<file path="src/rtl/muldiv_unit.sv">
// rtl/muldiv_unit.sv - iterative signed/unsigned multiply/divide engine with HI/LO registers
//
// Ports:
//   clock    : system clock, rising edge
//   reset    : asynchronous active-low reset
//   start    : begin an operation (sampled only in IDLE)
//   op       : 00 MULT, 01 MULTU, 10 DIV, 11 DIVU (sampled with start)
//   a, b     : multiplicand/dividend and multiplier/divisor (sampled with start)
//   cancel   : abort the in-flight operation (RUN or FIX)
//   wr_hi    : MTHI write enable
//   wr_lo    : MTLO write enable
//   wr_data  : MTHI/MTLO write data
//   busy     : operation in flight
//   done     : one-cycle completion pulse
//   div_zero : one-cycle pulse alongside done when a divide had b == 0
//   hi, lo   : product high/low half, or remainder/quotient
module muldiv_unit #(
    parameter  int WIDTH = 32,
    localparam int CNT_W = $clog2(WIDTH + 1)
) (
    input  logic             clock,
    input  logic             reset,
    input  logic             start,
    input  logic [1:0]       op,
    input  logic [WIDTH-1:0] a,
    input  logic [WIDTH-1:0] b,
    input  logic             cancel,
    input  logic             wr_hi,
    input  logic             wr_lo,
    input  logic [WIDTH-1:0] wr_data,
    output logic             busy,
    output logic             done,
    output logic             div_zero,
    output logic [WIDTH-1:0] hi,
    output logic [WIDTH-1:0] lo
);

    typedef enum logic [1:0] {IDLE, RUN, FIX} state_t;

    state_t               state, state_nx;
    logic [1:0]           op_q;
    logic                 sign_a, sign_b, zero_flag;
    logic [WIDTH-1:0]     mag_b;
    logic [2*WIDTH-1:0]   acc;
    logic [CNT_W-1:0]     cnt;

    // op[0]==0 selects the signed variants, op[1]==1 selects divide
    logic                 in_signed, in_div_zero;
    logic [WIDTH-1:0]     mag_a_in, mag_b_in;
    logic [WIDTH:0]       mul_sum, div_trial;
    logic [2*WIDTH-1:0]   mul_next, div_next, prod_fix;
    logic [WIDTH-1:0]     quo_fix, rem_fix;

    always_comb begin
        in_signed   = ~op[0];
        in_div_zero = op[1] && (b == '0);
        // Negating MIN yields MIN, which read as unsigned is the correct 2^(WIDTH-1)
        mag_a_in    = (in_signed && a[WIDTH-1]) ? -a : a;
        mag_b_in    = (in_signed && b[WIDTH-1]) ? -b : b;

        // Shift-add: multiplier sits in the low half and is consumed LSB first
        mul_sum     = {1'b0, acc[2*WIDTH-1:WIDTH]} + (acc[0] ? {1'b0, mag_b} : '0);
        mul_next    = {mul_sum, acc[WIDTH-1:1]};

        // Restoring divide: remainder high, dividend shifting out as quotient fills in low
        div_trial   = acc[2*WIDTH-1:WIDTH-1] - {1'b0, mag_b};
        div_next    = div_trial[WIDTH] ? {acc[2*WIDTH-2:0], 1'b0}
                                       : {div_trial[WIDTH-1:0], acc[WIDTH-2:0], 1'b1};

        prod_fix    = (sign_a ^ sign_b) ? -acc : acc;
        quo_fix     = (sign_a ^ sign_b) ? -acc[WIDTH-1:0] : acc[WIDTH-1:0];
        rem_fix     = sign_a ? -acc[2*WIDTH-1:WIDTH] : acc[2*WIDTH-1:WIDTH];
    end

    always_comb begin
        state_nx = state;
        case (state)
            IDLE: if (start) state_nx = in_div_zero ? FIX : RUN;
            RUN: begin
                if (cancel)                    state_nx = IDLE;
                else if (cnt == CNT_W'(1))     state_nx = FIX;
            end
            FIX: begin
                // Divide-by-zero holds FIX one extra cycle so it reports at E0+2
                if (cancel)                    state_nx = IDLE;
                else if (cnt == '0)            state_nx = IDLE;
            end
            default:                           state_nx = IDLE;
        endcase
    end

    always_ff @(posedge clock or negedge reset) begin
        if (!reset) begin
            state     <= IDLE;
            op_q      <= '0;
            sign_a    <= 1'b0;
            sign_b    <= 1'b0;
            zero_flag <= 1'b0;
            mag_b     <= '0;
            acc       <= '0;
            cnt       <= '0;
            busy      <= 1'b0;
            done      <= 1'b0;
            div_zero  <= 1'b0;
            hi        <= '0;
            lo        <= '0;
        end else begin
            state    <= state_nx;
            busy     <= (state_nx != IDLE);
            done     <= 1'b0;
            div_zero <= 1'b0;

            // MTHI/MTLO first so a same-edge completion write overrides them
            if (wr_hi) hi <= wr_data;
            if (wr_lo) lo <= wr_data;

            case (state)
                IDLE: begin
                    if (start) begin
                        op_q      <= op;
                        sign_a    <= in_signed && a[WIDTH-1];
                        sign_b    <= in_signed && b[WIDTH-1];
                        mag_b     <= mag_b_in;
                        acc       <= {{WIDTH{1'b0}}, mag_a_in};
                        zero_flag <= in_div_zero;
                        cnt       <= in_div_zero ? CNT_W'(1) : CNT_W'(WIDTH);
                    end
                end
                RUN: begin
                    if (!cancel) begin
                        acc <= op_q[1] ? div_next : mul_next;
                        cnt <= cnt - CNT_W'(1);
                    end
                end
                FIX: begin
                    if (!cancel) begin
                        if (cnt != '0) begin
                            cnt <= cnt - CNT_W'(1);
                        end else begin
                            done <= 1'b1;
                            if (zero_flag) begin
                                div_zero <= 1'b1;
                            end else if (op_q[1]) begin
                                hi <= rem_fix;
                                lo <= quo_fix;
                            end else begin
                                hi <= prod_fix[2*WIDTH-1:WIDTH];
                                lo <= prod_fix[WIDTH-1:0];
                            end
                        end
                    end
                end
                default: ;
            endcase
        end
    end

endmodule

</file>
<file path="config.mk">
export PLATFORM = sky130hd
export DESIGN_NAME = muldiv_unit
export DESIGN_NICKNAME = d
export VERILOG_FILES = /design/src/rtl/muldiv_unit.sv
export SDC_FILE = /design/constraint.sdc
export NUM_CORES = 1
export LEC_CHECK = 0
export ABC_AREA = 1
export BUFFER_PORTS_ARGS = -buffer_cell sky130_fd_sc_hd__buf_4
export CAP_MARGIN = 20
export CELL_PAD_IN_SITES_DETAIL_PLACEMENT = 2
export CELL_PAD_IN_SITES_GLOBAL_PLACEMENT = 2
export CORE_MARGIN = 2
export CORE_UTILIZATION = 29
export CTS_CLUSTER_DIAMETER = 120
export CTS_CLUSTER_SIZE = 10
export DETAILED_ROUTE_END_ITERATION = 10
export PLACE_DENSITY_LB_ADDON = 0.1
export SETUP_SLACK_MARGIN = 0.2
export SLEW_MARGIN = 20
export SYNTH_ARGS = -nofsm -noshare
export SYNTH_HDL_FRONTEND = slang
export SYNTH_SLANG_ARGS = --single-unit
export TNS_END_PERCENT = 5
</file>
<file path="constraint.sdc">
create_clock -name clock -period 2.8 [get_ports clock]
set_input_delay 0.14 -clock clock [delete_from_list [all_inputs] [get_ports clock]]
set_output_delay 0.14 -clock clock [all_outputs]
set_load 0.01 [all_outputs]
</file>
==> results.sh <==
export IMPL_path_buf_inv=3
export IMPL_reg2reg_from="acc[0]"
export IMPL_cts_sinks=175
export IMPL_p_comb_share_pct=72.3
export IMPL_insertion_delay_ns=0.52
export IMPL_hold_path_endpoint="mag_b[11]"
export IMPL_period_share_pct=93.9
export IMPL_drt_iter0_drc=1167
export IMPL_fp_dieW_um=255
export IMPL_whs_path_depth=4
export IMPL_fp_dieH_um=255
export IMPL_finalWirelength_mm=92.2
export IMPL_path_common_cell="nand2_1"
export IMPL_reg2reg_to="acc[54]"
export IMPL_vdd_ir_drop_worst_mv=0.614
export IMPL_min_delay_path_class="in2reg"
export IMPL_antenna_cells=0
export IMPL_synth_edf_count=0
export IMPL_leakage_nw=11.8
export IMPL_drc=0
export IMPL_skew_ns=0.0256
export IMPL_synth_cell_types=60
export IMPL_syn_to_final_growth_pct=24.5
export IMPL_io_buffers=170
export IMPL_avgSynthCellArea_um2=5.93
export IMPL_internal_power_mw=10.6
export IMPL_setup_viol=0
export IMPL_place_congestion=0.920
export IMPL_final_nets=3527
export IMPL_fill_cells=7746
export IMPL_dp_hpwl_mm=74.9
export IMPL_slowest_stage="dfrtp_2"
export IMPL_netlist_area_mm2=0.0182
export IMPL_drv_slew=0
export IMPL_cts_root_buf="clkbuf_16"
export IMPL_max_freq_mhz=381
export IMPL_ys_seq_area_share_pct=24.0
export IMPL_gr_total_overflow=0
export IMPL_critical_path_cell_chain="buf_12 > nand2_1 > inv_1 > ha_1 > nand2_1 > nand2_1 > a21oi_2 > nor2_1 > nor2_1 > nand2_1 > nand2_1 > nand2_1 > nand2_1 > nand3_1 > nand2_1 > inv_1 > nand2_1 > nand2_1"
export IMPL_setup_tns_ns=0
export IMPL_postSynth_asyncResetShare_pct=100
export IMPL_cp_required_ns=3.20
export IMPL_status="finished, final reports clean"
export IMPL_rsz0062_at_grt="true"
export IMPL_yosys_warnings=0
export IMPL_r2r_cells=18
export IMPL_initial_core_util_pct=29.4
export IMPL_stdcell_count=4197
export IMPL_switching_share_pct=59.5
export IMPL_startpoint_type="flop"
export IMPL_hold_violations=0
export IMPL_cp_arrival_ns=3.03
export IMPL_tightest_slew_ns=0.753
export IMPL_ff2ff_setup_slack_ns=0.17
export IMPL_cts_tree="done"
export IMPL_dp_cells=4091
export IMPL_hp_start="b[11]"
export IMPL_core_mm2=0.0619
export IMPL_power_density_mw_per_mm2=1150
export IMPL_layout_drive_gt1_share_pct=16.2
export IMPL_synth_cells=3075
export IMPL_clk_pin_slew_ns=0.08
export IMPL_grt_usage_pct=28.5
export IMPL_cts_htree_levels=4
export IMPL_synth_flop_cell="dfrtp_1"
export IMPL_max_cap_violations=0
export IMPL_crit_family="simple AND/OR/NAND/NOR gates"
export IMPL_grt_pass1_wl_mm=139
export IMPL_ys_seq_elements=175
export IMPL_crit_path_end_kind="flop"
export IMPL_p_sw_mw=15.6
export IMPL_die_area_mm2=0.0649
export IMPL_clkPwrFrac_pct=9.9
export IMPL_drtPass1Iterations=5
export IMPL_grt_max_degree=64
export IMPL_post_drt_wl_per_cell_um=22.0
export IMPL_p_seq_share_pct=17.7
export IMPL_rows=91
export IMPL_max_stage_delay_ns=0.41
export IMPL_crit_fanout=30
export IMPL_grt_pass1_vias=23100
export IMPL_slew_headroom_pct=49.7
export IMPL_boundaryPins=171
export IMPL_antenna_found_initial=0
export IMPL_numCtsBuffers=17
export IMPL_antenna_left=0
export IMPL_period_needed_ns=2.63
export IMPL_vias=21600
export IMPL_vias_per_cell=5.15
export IMPL_cts_path_max_buffers=2
export IMPL_syn_nets=3255
export IMPL_crit_type="reg2reg"
==> cell type report <==
type / instances / area (um^2) / area share, %
tap: 837 / 1050 / 4.62
sequential: 175 / 4410 / 19.4
timing repair buffer: 345 / 2800 / 12.4
multi-input combinational: 2358 / 12100 / 53.5
clock buffer: 17 / 425 / 1.87
clock inverter: 15 / 184 / 0.811
inverter: 450 / 1690 / 7.45
==> worst max path at each step <==
stage | from | end | cells after the start
5_1_grt | acc[0] | acc[60] | 15
3_3_place_gp | acc[0] | acc[47] | 18
3_5_place_dp | acc[0] | acc[53] | 19
2_1_floorplan | acc[0] | acc[53] | 21
6_report | acc[0] | acc[54] | 18
4_1_cts | mag_b[5] | acc[63] | 17
==> synthesized netlist by cell type, types with 3 or more instances <==
library cell	count	share of area, %
nor3_4	3	0.27
nand2_2	32	1.1
dfrtp_1	175	24
o211ai_1	14	0.58
o21bai_1	8	0.33
nor2_1	316	6.5
o21ai_0	185	5.1
inv_2	7	0.14
clkbuf_1	58	1.2
nor3_2	3	0.16
o21ai_1	9	0.25
nand2_1	1009	21
a21oi_1	157	4.3
a22oi_1	4	0.16
or2_0	3	0.10
o21a_1	3	0.12
mux2i_1	16	0.88
o31ai_1	6	0.25
or2_2	15	0.51
nand3_1	236	6.5
xnor2_1	19	0.91
buf_6	6	0.37
nand2_4	4	0.25
a21o_1	13	0.54
xor2_1	54	2.6
nor2_4	4	0.25
nand4_1	27	0.93
nor3_1	36	0.99
ha_1	74	5.1
inv_1	441	9.1
nor2_2	7	0.24
nand3b_1	13	0.54
nand3_2	18	0.99
a31oi_1	35	1.2
a31o_2	3	0.14
nor4_1	8	0.27
buf_1	9	0.19
buf_2	16	0.44
==> sequential cells by signal, summed over array words and instances (netlist names) <==
name and count:
done 1, mag_b 32, lo 32, div_zero 1, busy 1, sign_b 1, sign_a 1, hi 32
zero_flag 1, acc 64, op_q 1, state 2, cnt 6
==> worst register-to-register path: stages, from the launching register on <==
cell and delay [ns]:
dfrtp_2 0.41, buf_12 0.21, nand2_1 0.09, inv_1 0.16, ha_1 0.33, nand2_1 0.10
nand2_1 0.09, a21oi_2 0.19, nor2_1 0.06, nor2_1 0.10, nand2_1 0.16, nand2_1 0.13
nand2_1 0.06, nand2_1 0.05, nand3_1 0.12, nand2_1 0.11, inv_1 0.05, nand2_1 0.05
nand2_1 0.05
==> placed cells by master (no fill, tap or decap), drive strengths merged, types with 3 or more instances in the layout <==
master,n
a21o,13
a21oi,160
a22oi,5
a31o,3
a31oi,35
and3,3
buf,281
clkbuf,18
clkinv,9
dfrtp,175
dlygate4sd3,63
ha,74
inv,455
mux2i,16
nand2,1048
nand3,254
nand3b,13
nand4,27
nor2,327
nor3,42
nor4,9
o211ai,14
o21a,3
o21ai,195
o21bai,8
o31ai,6
or2,18
xnor2,19
xor2,54
==> power groups by stage <==
stage	Sequential, mW	Combinational, mW	Clock, mW
2_1_floorplan	4.03	11.3	0
3_3_place_gp	4.52	17.0	0
3_5_place_dp	4.57	17.7	0
4_1_cts	4.54	18.2	2.68
5_1_grt	4.71	20.8	2.74
6_report	4.64	18.9	2.59
==> logic make-up (layout without fill, tap and decap cells) <==
kind of cell	count (synthesis)	in the layout	share of synthesized area, %
fa+ha+maj	76	76	5.30
flops	175	175	24.0
xor+xnor	73	73	3.51
simple gates	1741	1743	40.8
mux	16	16	0.879
compound gates	450	450	13.7
buf+inv	544	827	11.8
==> layer usage <==
layer	share of wire (%)	wire length, um	global-route usage (%)
met5	0	0	0
met4	2.0	1870	7.12
met3	4.1	3800	4.05
met2	45	41300	44.8
met1	49	45200	40.9
==> through the flow <==
step / power (mW) / hold slack, ns / area [um^2] / util, % / setup WS, ns
final: 26.1 / 0.0376 / 22700 / 36.6 / 0.172
after global routing: 28.2 / 0.0340 / 22700 / 36.6 / 0.000606
after CTS: 25.4 / 0.00431 / 22300 / 36.0 / 0.150
after detailed placement: 22.2 / 0.158 / 20900 / 33.8 / 0.0129
after global placement: 21.5 / 0.145 / 20900 / 33.8 / 0.106
after floorplan: 15.3 / -0.156 / 18200 / - / 0.257
==> what timing repair did <==
item                                    4_1_cts  5_1_grt
buffers inserted                              9        0
endpoints found under the hold margin       126        0
hold buffers                                 63        0
cloned                                        2        0
gates resized for setup                      19      115
pin swaps                                     6       11
endpoints found under the setup margin       35       52
(Power assumes the default switching activity.)
